[src/rtl/rca_serial_seq.sv]
// Serial wide adder: one 4-bit ripple-carry slice per clock, carry held between slices.
// Optional signed-overflow output enabled with `define RCA_SEQ_OVF_EN.

module rca4 (
  input  logic [3:0] a,
  input  logic [3:0] b,
  input  logic       c,
  output logic [3:0] sum,
  output logic       final_carry
);
  logic [4:0] carry;

  assign carry[0] = c;

  generate
    for (genvar gi = 0; gi < 4; gi++) begin : g_fa
      assign sum[gi]     = a[gi] ^ b[gi] ^ carry[gi];
      assign carry[gi+1] = (a[gi] & b[gi]) | (carry[gi] & (a[gi] ^ b[gi]));
    end
  endgenerate

  assign final_carry = carry[4];
endmodule

module rca_serial_seq #(
  parameter int NIBBLES = 4
) (
  input  logic                 clk,
  input  logic                 rst_n,
  input  logic                 in_valid,
  output logic                 in_ready,
  input  logic [4*NIBBLES-1:0] a,
  input  logic [4*NIBBLES-1:0] b,
  input  logic                 cin,
  output logic                 out_valid,
  input  logic                 out_ready,
  output logic [4*NIBBLES-1:0] sum,
  output logic                 cout,
  output logic                 busy,
  output logic                 ovf
);
  localparam int W  = 4 * NIBBLES;
  localparam int IW = $clog2(NIBBLES + 1);
  localparam logic [IW-1:0] LAST = IW'(NIBBLES - 1);

  typedef enum logic [1:0] {IDLE, RUN, DONE} state_t;

  state_t        state_reg;
  logic [W-1:0]  a_reg;
  logic [W-1:0]  b_reg;
  logic [W-1:0]  sum_reg;
  logic [W-1:0]  sum_next;
  logic          carry_reg;
  logic          cout_reg;
  logic [IW-1:0] idx_reg;
  logic          in_ready_reg;
  logic          out_valid_reg;
  logic          busy_reg;

  logic [3:0]    slice_a;
  logic [3:0]    slice_b;
  logic [3:0]    rca_sum;
  logic          rca_carry;

  assign slice_a = a_reg[{idx_reg, 2'b00} +: 4];
  assign slice_b = b_reg[{idx_reg, 2'b00} +: 4];

  rca4 u_rca (
    .a           (slice_a),
    .b           (slice_b),
    .c           (carry_reg),
    .sum         (rca_sum),
    .final_carry (rca_carry)
  );

  // Only the nibble addressed by the slice index picks up the adder result.
  generate
    for (genvar gi = 0; gi < NIBBLES; gi++) begin : g_sum
      assign sum_next[gi*4 +: 4] = (idx_reg == IW'(gi)) ? rca_sum : sum_reg[gi*4 +: 4];
    end
  endgenerate

  always_ff @(posedge clk or negedge rst_n) begin
    if (!rst_n) begin
      state_reg     <= IDLE;
      a_reg         <= '0;
      b_reg         <= '0;
      sum_reg       <= '0;
      carry_reg     <= 1'b0;
      cout_reg      <= 1'b0;
      idx_reg       <= '0;
      in_ready_reg  <= 1'b1;
      out_valid_reg <= 1'b0;
      busy_reg      <= 1'b0;
    end else begin
      case (state_reg)
        IDLE: begin
          if (in_valid) begin
            a_reg        <= a;
            b_reg        <= b;
            carry_reg    <= cin;
            idx_reg      <= '0;
            sum_reg      <= '0;
            cout_reg     <= 1'b0;
            state_reg    <= RUN;
            in_ready_reg <= 1'b0;
            busy_reg     <= 1'b1;
          end
        end
        RUN: begin
          sum_reg   <= sum_next;
          carry_reg <= rca_carry;
          idx_reg   <= idx_reg + 1'b1;
          if (idx_reg == LAST) begin
            cout_reg      <= rca_carry;
            state_reg     <= DONE;
            out_valid_reg <= 1'b1;
          end
        end
        DONE: begin
          if (out_ready) begin
            state_reg     <= IDLE;
            out_valid_reg <= 1'b0;
            busy_reg      <= 1'b0;
            in_ready_reg  <= 1'b1;
          end
        end
        default: begin
          state_reg     <= IDLE;
          in_ready_reg  <= 1'b1;
          out_valid_reg <= 1'b0;
          busy_reg      <= 1'b0;
        end
      endcase
    end
  end

`ifdef RCA_SEQ_OVF_EN
  logic ovf_reg;

  // Same-sign operands whose result sign differs: evaluated with the final slice's MSB.
  always_ff @(posedge clk or negedge rst_n) begin
    if (!rst_n) begin
      ovf_reg <= 1'b0;
    end else if (state_reg == IDLE && in_valid) begin
      ovf_reg <= 1'b0;
    end else if (state_reg == RUN && idx_reg == LAST) begin
      ovf_reg <= (a_reg[W-1] ~^ b_reg[W-1]) & (rca_sum[3] ^ a_reg[W-1]);
    end
  end

  assign ovf = ovf_reg;
`else
  assign ovf = 1'b0;
`endif

  assign in_ready  = in_ready_reg;
  assign out_valid = out_valid_reg;
  assign busy      = busy_reg;
  assign sum       = sum_reg;
  assign cout      = cout_reg;
endmodule

[config.mk]
export PLATFORM = sky130hd
export DESIGN_NAME = rca_serial_seq
export DESIGN_NICKNAME = d
export VERILOG_FILES = /design/src/rtl/rca_serial_seq.sv
export SDC_FILE = /design/constraint.sdc
export NUM_CORES = 1
export LEC_CHECK = 0
export BUFFER_PORTS_ARGS = -buffer_cell sky130_fd_sc_hd__buf_2
export CAP_MARGIN = 40
export CORE_AREA = 8 8 84 86
export CTS_CLUSTER_DIAMETER = 80
export DETAILED_ROUTE_END_ITERATION = 6
export DIE_AREA = 0 0 92 94
export PLACE_DENSITY = 0.76
export SYNTH_ARGS = -nofsm -noshare
export SYNTH_HDL_FRONTEND = slang
export SYNTH_SLANG_ARGS = --single-unit
[constraint.sdc]
create_clock -name clk -period 2.99 [get_ports clk]
set_input_delay 0 -clock clk [delete_from_list [all_inputs] [get_ports clk]]
set_output_delay 0 -clock clk [all_outputs]
set_load 0.005 [all_outputs]
==> impl_metrics.yaml <==
cts:
  tritoncts_buffers: 9
  clock-sinks: 58
  htree_num_levels: 3
  clk_root_buffer_cell: "clkbuf_8"
  worstSkewPairLatency_ns: 0.34
  clk_pin_slew_ns: 0.06
  post_cts_buffers: 0
  buffer_depth_of_the_longest_clock_path: 2
  clock_tree_from_tritoncts: "yes"
power_and_ir_drop:
  p_int_uw: 2534
  power_density_mw_per_mm2: 1095
  share_seq_of_total_power: 0.341
  worst_ir_drop_vdd_mv: 0.5579
  cellLeakagePower_uw: 0.001650
  clockPowerShare: 0.171
  comb_power_share: 0.489
  p_switching_uw: 1420
  power.share.switching: 0.3592
finish:
  antenna_cells: 0
  area.growth.synth_to_final_pct: 33.29
  final_layout_size_suffix_gt1_frac: 0.4262
  net_count_reported_at_finish: 339
  final_cell_area_sq_mm: 0.003612
grt:
  grt_overflow: 0
  globalRouteMet1Util: 0.1723
  grt_max_degree: 38
  grt_busiest_layer: "met2"
  groute.layer.met3.usage: 0.05036
  grt_pass1_wl_microns: 10550
  grt.total_usage: 0.1564
  grtUsageMet2: 0.2652
  antenna_found_initial: 0
  grt_pass1_vias: 2203
sta:
  timing.clock.skew_ns: 0.009137
  timing.final.hold_violations: 0
  final-max-slew-violation-count: 0
  fmaxAchievable_mhz: 344.2
  finalHoldWorstSlack_ns: 0.01643
  post-route-min-period_ns: 2.905
  report.final.setup_viol: 0
  grt_setup_unrepaired: "yes"
  max-slew-margin-rel: 0.5541
  worstMarginPinSlew_ns: 0.6675
  period_share: 0.9717
  setup_tns_ns: 0
setup_path:
  critPathBufInv: 3
  timing.critical_path.cells: "mux4_2 > and2_4 > fa_2 > inv_2 > fa_2 > inv_2 > fa_2 > inv_2 > fa_1 > nor2b_2 > a22o_1"
  reg2reg_depth: 11
  slowest_delay_ns: 0.51
  critical_path.reg2reg.endpoint: "sum[3]"
  critPathSlowestCell: "mux4_2"
  cpLargestDelayFamily: "adder cells"
  register_to_register_path_setup_slack_ns: 0.08
  setup.worst_path.class: "reg2reg"
  critPathMaxFanout: 3
  worstPathArrival_ns: 3.18
  critPathLaunchType: "flip-flop"
  required_ns: 3.26
  critPathCaptureType: "flip-flop"
  reg2reg_from: "idx_reg[0]"
logic_synthesis:
  area_share_of_xor_xnor_cells_in_the_synthesized_design: 0
  synth_enable_flop_cells: 0
  yosysWarningCount: 0
  synth_area_sq_mm: 0.002710
  ys_seq_elements: 58
  synth_largest_area_cell: "dfrtp_1"
  synth.avg_cell_area_sq_um: 13.90
  synth_mux_area_frac: 0.1994
  synth-compound-area-share: 0.09880
  synthFlopType: "dfrtp_1"
  yosys.area_share.adder: 0.05263
  synthSimpleGateAreaFrac: 0.07433
  synth_seq_area_share: 0.5360
  synth.lib_cells_used.distinct: 27
  post-synth-top-area-fraction: 0.5263
  postSynth.asyncResetShare: 1.000
  synth_cells: 195
  postSynthNetCount: 241
  most_area_consuming_cells_after_synthesis: "dfrtp_1 53%, mux2_2 12%, mux4_2 6.6%"
  main_combinational_cell_family_by_area_after_synthesis: "multiplexers"
floorplan:
  placeable_core_area_sq_mm: 0.005746
  fp.dieH_microns: 94
  num_rows: 28
  start_util: 0.4717
  top_level_ports: 58
  die_area_sq_mm: 0.008648
  die_width_microns: 92
place:
  place.gp.congestion: 0.8148
  port_buffers: 56
  placedInstanceArea_sq_mm: 0.003090
  hpwl_dp_microns: 4391
route:
  vias: 1970
  final_routed_drc_violation_total: 0
  antenna_violation_net_count_after_detailed_routing: 0
  viasPerCell: 5.282
  drt_first_pass_iters: 4
  drt-initial-drc-count: 85
  routedWlPerCell_microns: 16.67
  totalWireLength_microns: 6219
worst_hold_path:
  classification_of_the_worst_slack_hold_path: "in2async"
flow_run:
  cap_viol_max_count: 0
outcome:
  outcome: "finished, final reports clean"
==> final cells by class <==
| cell class | instances | area (sq um) |
|---|---|---|
| clock buffer | 13 | 138.9 |
| tap | 75 | 93.84 |
| fill | 468 | 2133 |
| clock inverter | 3 | 40.04 |
| inverter | 8 | 30.03 |
| sequential | 58 | 1453 |
| multi-input combinational | 119 | 1171 |
| timing repair buffer | 97 | 685.7 |
==> cell usage after synthesis (all sizes together), types with 4 or more instances <==
library cell and instances:
nor2b 5, dfrtp 57, inv 7, nor2 6
a21oi 4, a22o 13, ha 5, mux2 32
o21ai 6, fa 4, nand2 13, a32o 7
mux4 8, and2 4, buf 10
==> power by group through the flow <==
stage / registers, uW / clock network [uW] / logic, uW
final: 1350 / 675 / 1930
after global routing: 1390 / 723 / 2130
after CTS: 1350 / 682 / 1930
after detailed placement: 1360 / 0 / 1890
after global placement: 1340 / 0 / 1830
after floorplan: 1290 / 0 / 1430
==> worst max path at each step <==
| stage | start | to | cells past startpoint |
|---|---|---|---|
| global placement | idx_reg[0] | sum[7] | 11 |
| global route | idx_reg[0] | sum[11] | 11 |
| detailed placement | idx_reg[0] | sum[11] | 11 |
| floorplan | idx_reg[0] | sum[11] | 12 |
| finish | idx_reg[0] | sum[3] | 11 |
| CTS | idx_reg[0] | sum[3] | 11 |
==> metal layers <==
layer / wire [microns] / share of wire
met1: 2519 / 0.41
met2: 3166 / 0.51
met3: 388 / 0.062
met4: 145 / 0.023
met5: 0 / 0
==> metrics by stage <==
stage / utilization / total power (uW) / worst slack, ns / std cells
after CTS: 0.6283 / 3965 / 0.04100 / 373
after floorplan: - / 2718 / 0.005050 / 195
after global routing: 0.6287 / 4243 / -0.04958 / 373
final: 0.6287 / 3954 / 0.08458 / 373
after global placement: 0.5344 / 3166 / 0.1060 / 322
after detailed placement: 0.5379 / 3250 / 0.05794 / 323
==> worst register-to-register path: cells and delay by family (launching register included) <==
kind            cells  cell delay [ns]
fa+ha+maj           4             1.30
mux                 1             0.51
flops               1             0.41
simple gates        2             0.32
buf+inv             3             0.16
compound gates      1             0.14
==> repair_timing <==
action,4_1_cts,5_1_grt
hold buffers,34,0
endpoints found under the hold margin,94,0
gates resized for setup,0,3
endpoints found under the setup margin,0,4
==> cell usage in the layout (no fill, tap or decap), drive strengths merged, types with 2 or more instances in the layout <==
cell type    instances
mux2                32
a21oi                4
dfrtp               57
ha                   5
and4bb               3
dlygate4sd3         34
o21ai                6
inv                  7
buf                 63
nor2b                5
clkbuf              13
nand2               13
a32o                 7
fa                   4
o2bb2ai              3
and2                 4
a22o                13
mux4                 8
nor2                 6
clkinv               3
nand2b               2
==> kinds of logic after synthesis <==
group,after synthesis
other cells,1
flops,58
simple gates,35
compound gates,34
buf+inv,18
mux,40
fa+ha+maj,9
Power figures use the tool's default switching activity.
